$ cat config.mk
export PLATFORM = sky130hd
export DESIGN_NAME = lut_burst_arb
export DESIGN_NICKNAME = d
export VERILOG_FILES = /design/src/rtl/lut_burst_arb.sv
export SDC_FILE = /design/constraint.sdc
export NUM_CORES = 1
export LEC_CHECK = 0
export ABC_AREA = 1
export CAP_MARGIN = 20
export CORE_MARGIN = 1.5
export CORE_UTILIZATION = 41
export DETAILED_ROUTE_END_ITERATION = 6
export PLACE_DENSITY = 0.91
export SLEW_MARGIN = 10
export SYNTH_ARGS = -nofsm -noshare
export SYNTH_HDL_FRONTEND = slang
export SYNTH_SLANG_ARGS = --single-unit
$ cat constraint.sdc
create_clock -name clk -period 2.75 [get_ports clk]
set_clock_uncertainty 0.1 [all_clocks]
set_input_delay 0.4125 -clock clk [delete_from_list [all_inputs] [get_ports clk]]
set_output_delay 0.4125 -clock clk [all_outputs]
set_load 0.1 [all_outputs]
$ cat src/rtl/lut_burst_arb.sv
// lut_burst_arb: round-robin arbiter + 3-beat burst sequencer in front of a
// static 4x2x3 lookup table. Each winning requester gets the row
// tbl[a][b][2..0] streamed out as three valid/ready beats, highest index first.
//
// Ports:
//   clk, rst_n          clock (rising edge), synchronous active-low reset
//   tbl                 table contents, static after reset
//   req/sel_a/sel_b     per-requester request level and row indices
//   gnt                 one-hot grant, held from arbitration to last beat
//   rd_valid/rd_ready   beat handshake
//   rd_data/rd_idx      beat payload and its third index (2,1,0)
//   rd_last             final beat marker
//   busy                transaction in progress
//
// Build option: define LUT_BURST_ARB_FIXED_PRIO_EN to pin the search pointer
// at 0 (lowest-index requester always wins, starvation allowed).
module lut_burst_arb #(
  parameter int NREQ = 4,
  parameter int W    = 4
) (
  input  logic                                 clk,
  input  logic                                 rst_n,
  input  logic [0:3][0:1][2:0][W-1:0]          tbl,
  input  logic [NREQ-1:0]                      req,
  input  logic [NREQ-1:0][1:0]                 sel_a,
  input  logic [NREQ-1:0]                      sel_b,
  output logic [NREQ-1:0]                      gnt,
  output logic                                 rd_valid,
  input  logic                                 rd_ready,
  output logic [W-1:0]                         rd_data,
  output logic [1:0]                           rd_idx,
  output logic                                 rd_last,
  output logic                                 busy
);

  localparam int PW = (NREQ > 1) ? $clog2(NREQ) : 1;

  typedef enum logic [1:0] {IDLE, GRANT, BURST} state_t;

  state_t          state, state_nxt;
  logic [PW-1:0]   ptr;
  logic [PW-1:0]   win;
  logic [PW-1:0]   win_c;
  logic            found;
  logic [1:0]      a;
  logic            b;
  logic [1:0]      nidx;
  logic            xfer;
  logic            done;
  int              j;

  assign xfer = rd_valid && rd_ready;
  assign done = (state == BURST) && xfer && (rd_idx == 2'd0);
  assign nidx = rd_idx - 2'd1;

  // Winner search: first asserted req scanning upward from ptr, wrapping.
  always_comb begin
    win_c = '0;
    found = 1'b0;
    j     = 0;
    for (int k = 0; k < NREQ; k++) begin
      j = int'(ptr) + k;
      if (j >= NREQ) j = j - NREQ;
      if (!found && req[j]) begin
        found = 1'b1;
        win_c = PW'(j);
      end
    end
  end

  always_comb begin
    state_nxt = state;
    case (state)
      IDLE:    if (found) state_nxt = GRANT;
      GRANT:   state_nxt = BURST;
      BURST:   if (done) state_nxt = IDLE;
      default: state_nxt = IDLE;
    endcase
  end

  always_ff @(posedge clk) begin
    if (!rst_n) state <= IDLE;
    else        state <= state_nxt;
  end

  always_ff @(posedge clk) begin
    if (!rst_n) begin
      gnt      <= '0;
      rd_valid <= 1'b0;
      rd_data  <= '0;
      rd_idx   <= 2'd0;
      rd_last  <= 1'b0;
      busy     <= 1'b0;
      ptr      <= '0;
      win      <= '0;
      a        <= 2'd0;
      b        <= 1'b0;
    end else begin
      busy <= (state_nxt != IDLE);
      case (state)
        IDLE: begin
          if (found) begin
            gnt <= {{(NREQ-1){1'b0}}, 1'b1} << win_c;
            win <= win_c;
            // Indices are captured once here; later sel changes are ignored.
            a   <= sel_a[win_c];
            b   <= sel_b[win_c];
          end
        end
        GRANT: begin
          rd_valid <= 1'b1;
          rd_data  <= tbl[a][b][2];
          rd_idx   <= 2'd2;
          rd_last  <= 1'b0;
        end
        BURST: begin
          if (xfer) begin
            if (rd_idx != 2'd0) begin
              rd_idx  <= nidx;
              rd_data <= tbl[a][b][nidx];
              rd_last <= (nidx == 2'd0);
            end else begin
              rd_valid <= 1'b0;
              gnt      <= '0;
`ifdef LUT_BURST_ARB_FIXED_PRIO_EN
              ptr      <= '0;
`else
              ptr      <= (win == PW'(NREQ-1)) ? '0 : win + 1'b1;
`endif
            end
          end
        end
        default: ;
      endcase
    end
  end

endmodule
==> key figures <==
Floorplanning
  • Die Height: 75.05 um
  • Initial Util: 0.4221
  • Row count: 26
  • Number of I/O pins: 128
  • Core footprint: 0.005042 mm^2
  • Die W: 75.05 um
  • Die area: 0.005633 mm^2

Worst setup path
  • Ordered list of cells on the worst path: inv_6 > nand2_1 > nand3_1 > nand2_1 > inv_1 > nand3_4 > nand2_4 > inv_4 > nand2_2 > o31ai_1
  • RR Startpoint: ptr[0]$_SDFFE_PN0P_
  • Critical path class: reg -> reg
  • CP arrival: 2.14 ns
  • CP top delay family: simple AND/OR/NAND/NOR gates
  • CP Max Fanout: 10
  • Worst setup EP type: flop
  • Buffer and inverter count on the worst path: 3
  • Slowest cell on crit path: dfxtp_1
  • Critical Path Max Stage Delay: 0.61 ns
  • CP Launch Point: ptr[0]$_SDFFE_PN0P_
  • Critical path startpoint category: flop
  • Crit-path most repeated cell: nand2_1
  • Critical Path RT: 2.82 ns

Timing
  • RSZ-0062 raised after global routing: false
  • Max-slew violations: 0
  • Tmin final: 2.072 ns
  • Max-slew headroom: 0.5514
  • Final worst slack: 0.6778 ns
  • Final setup violation count: 0
  • Period utilisation layout: 0.7535
  • Slew of the pin with the lowest slew margin: 0.6721 ns
  • Timing-limited maximum frequency: 0.4826 GHz
  • Post-route setup TNS: 0 ns
  • Final Hold Viols: 0

Synth
  • Register bit total from synthesis: 22
  • Synthesized area: 0.002128 mm^2
  • Compound-Gate Fraction of Synth Area: 0.2275
  • Register area share after synthesis: 0.2069
  • Mux share of post-synthesis cell area: 0
  • Synth Area in Simple Gates: 0.4597
  • Adder-Cell Fraction of Synth Area: 0.01764
  • Largest family of logic cells by synthesized area: simple AND/OR/NAND/NOR gates
  • Mapped Cells: 369
  • Synth warnings: 0
  • XOR/XNOR Fraction of Synth Area: 0
  • Syn_nets: 487
  • Avg Cell Area, Syn: 5.768 um^2
  • Yosys cell types: 31

Detailed routing
  • DRC viols: 0
  • Routed WL: 7789 um
  • Via density per instance: 5.321
  • WL/cell: 14.03 um
  • Post-route ant nets: 0
  • First drt pass iteration count: 5
  • Iter 0 DRT Violations: 169
  • Via Count: 2953

Power and ir drop
  • Leakage: 0.001483 uW
  • Pwr per Cell Area: 426.3 mW/mm^2
  • Max rail drop VDD: 0.0004203 V

Final layout
  • # diodes: 0
  • Nets@finish: 604
  • Share of post-route cells with drive strength above 1: 0.09072
  • Commonest cells after routing, fill and taps aside: 114 x clkdlybuf4s50_1, 103 x nand2_1, 44 x nor2_1, 42 x nand3_1, 41 x o21ai_0
  • Most common cell after layout, fill and taps aside: clkdlybuf4s50_1
  • Area growth syn-to-layout: 63.02%

Clock network
  • CTS Sinks: 22
  • Hold buffers post-CTS: 0
  • H-tree depth: 1
  • Clk slew on worst S/H paths: 0.08 ns
  • Setup Fix Bufs, Post-CTS: 0
  • CTS tree: done
  • CTS root buffer: clkbuf_8
  • Clock Latency Late Sink: 0.27 ns
  • Post-cts sizing count: 0
  • Buffer levels on the longest clock path: 2
  • Cts bufs inserted: 3

Global routing
  • Via count of the first global-routing pass: 2492
  • Total track usage: 0.2572
  • First-pass GRT wire length: 11450 um
  • Largest net degree at the start of global routing: 49
  • Gr ovfl total: 0
  • Initial antenna violation count: 0

Placement
  • Buffers on Ports: 127
  • Post-DP HPWL: 6063 um
  • Routability cong.: 0.9085
  • Pre-CTS WS: 0.4572 ns

Worst hold path
  • Hold_sp: rd_data[3]$_SDFFE_PN0P_
  • Min-Delay Path Class: reg -> reg

Status
  • Status: complete, no violations

Flow run
  • Max cap viols: 0
## through the flow
stage | util | hold slack, ns | total power, uW | cells | cell area (um^2)
finish | 0.6881 | 0.3719 | 1479 | 555 | 3470
detailed placement | 0.6739 | 0.3571 | 1176 | 551 | 3398
global route | 0.6881 | 0.3943 | 1576 | 555 | 3470
floorplan | - | 0.3482 | 890.3 | 369 | 2128
CTS | 0.6881 | 0.3689 | 1476 | 555 | 3470
global placement | 0.6739 | 0.3557 | 1165 | 551 | 3398
## worst min-delay path, cell delays in order (launching register included)
cell and delay [ns]:
dfxtp_1 0.31, nand2_1 0.06, a21oi_1 0.06
## power breakdown
group	internal, uW	switching [uW]	leakage, uW	total, uW
logic	321	479	0.00127	801
registers	350	28.5	0.000180	378
clock network	195	106	0.0000357	300
total	866	613	0.00148	1480
## metal layers
layer | up-vias | track usage | part of all wire
met2 | 130 | 0.4326 | 0.46
met1 | 1323 | 0.3428 | 0.42
met3 | 15 | 0.03748 | 0.089
met5 | - | 0 | 0
met4 | 0 | 0.07071 | 0.021
li1 | 1485 | - | -
## kinds of logic after synthesis
kind of cell    after synthesis
flops                        22
simple gates                217
fa+ha+maj                     3
buf+inv                      45
compound gates               82
## layout make-up
| class | instances | area [um^2] |
|---|---|---|
| Clock buffer | 3 | 41.29 |
| Clock inverter | 1 | 30.03 |
| Sequential cell | 22 | 440.4 |
| Inverter | 27 | 108.9 |
| Tap cell | 70 | 87.58 |
| Timing Repair Buffer | 130 | 1261 |
| Multi-Input combinational cell | 302 | 1500 |
| Fill cell | 443 | 1573 |
## registers in the layout, indices dropped and copies added (netlist names)
signal and flops:
rd_last 1, rd_data 4, state 2, ptr 2, busy 1, rd_valid 1
b 1, gnt 4, win 2, a 2, rd_idx 2
## synth_stat cells
cell	count	area [um^2]
nand3_1	42	210.2
inv_1	21	78.83
dfxtp_1	22	440.4
inv_4	1	6.260
o21ai_2	1	8.760
a221oi_1	1	8.760
nand4_1	10	62.56
clkbuf_1	13	48.80
o22ai_1	9	56.30
nor2_8	1	20.02
buf_6	1	11.26
buf_1	1	3.750
buf_2	3	15.01
a31oi_1	1	6.260
nor2_2	1	6.260
inv_2	4	15.01
nor3_1	1	5.000
ha_1	3	37.54
nand3_4	1	17.52
nand2_4	1	11.26
nand2_2	9	56.30
nand3_2	3	30.03
o221ai_1	9	78.83
nand2_1	103	386.6
o21ai_0	41	205.2
inv_6	1	8.760
o22ai_4	1	20.02
nand3b_1	1	7.510
a21oi_1	17	85.08
nor2_1	44	165.2
o31ai_1	2	15.01
## final timing paths
check                                               end  slack (ns)  cells after the start
worst min-delay path            rd_data[3]$_SDFFE_PN0P_        0.37                      2
worst min register to register  rd_data[3]$_SDFFE_PN0P_        0.37                      2
worst max-delay path                gnt[0]$_SDFFE_PN0P_        0.68                     10
worst max register to register      gnt[0]$_SDFFE_PN0P_        0.68                     10
Power figures use the tool's default switching activity.
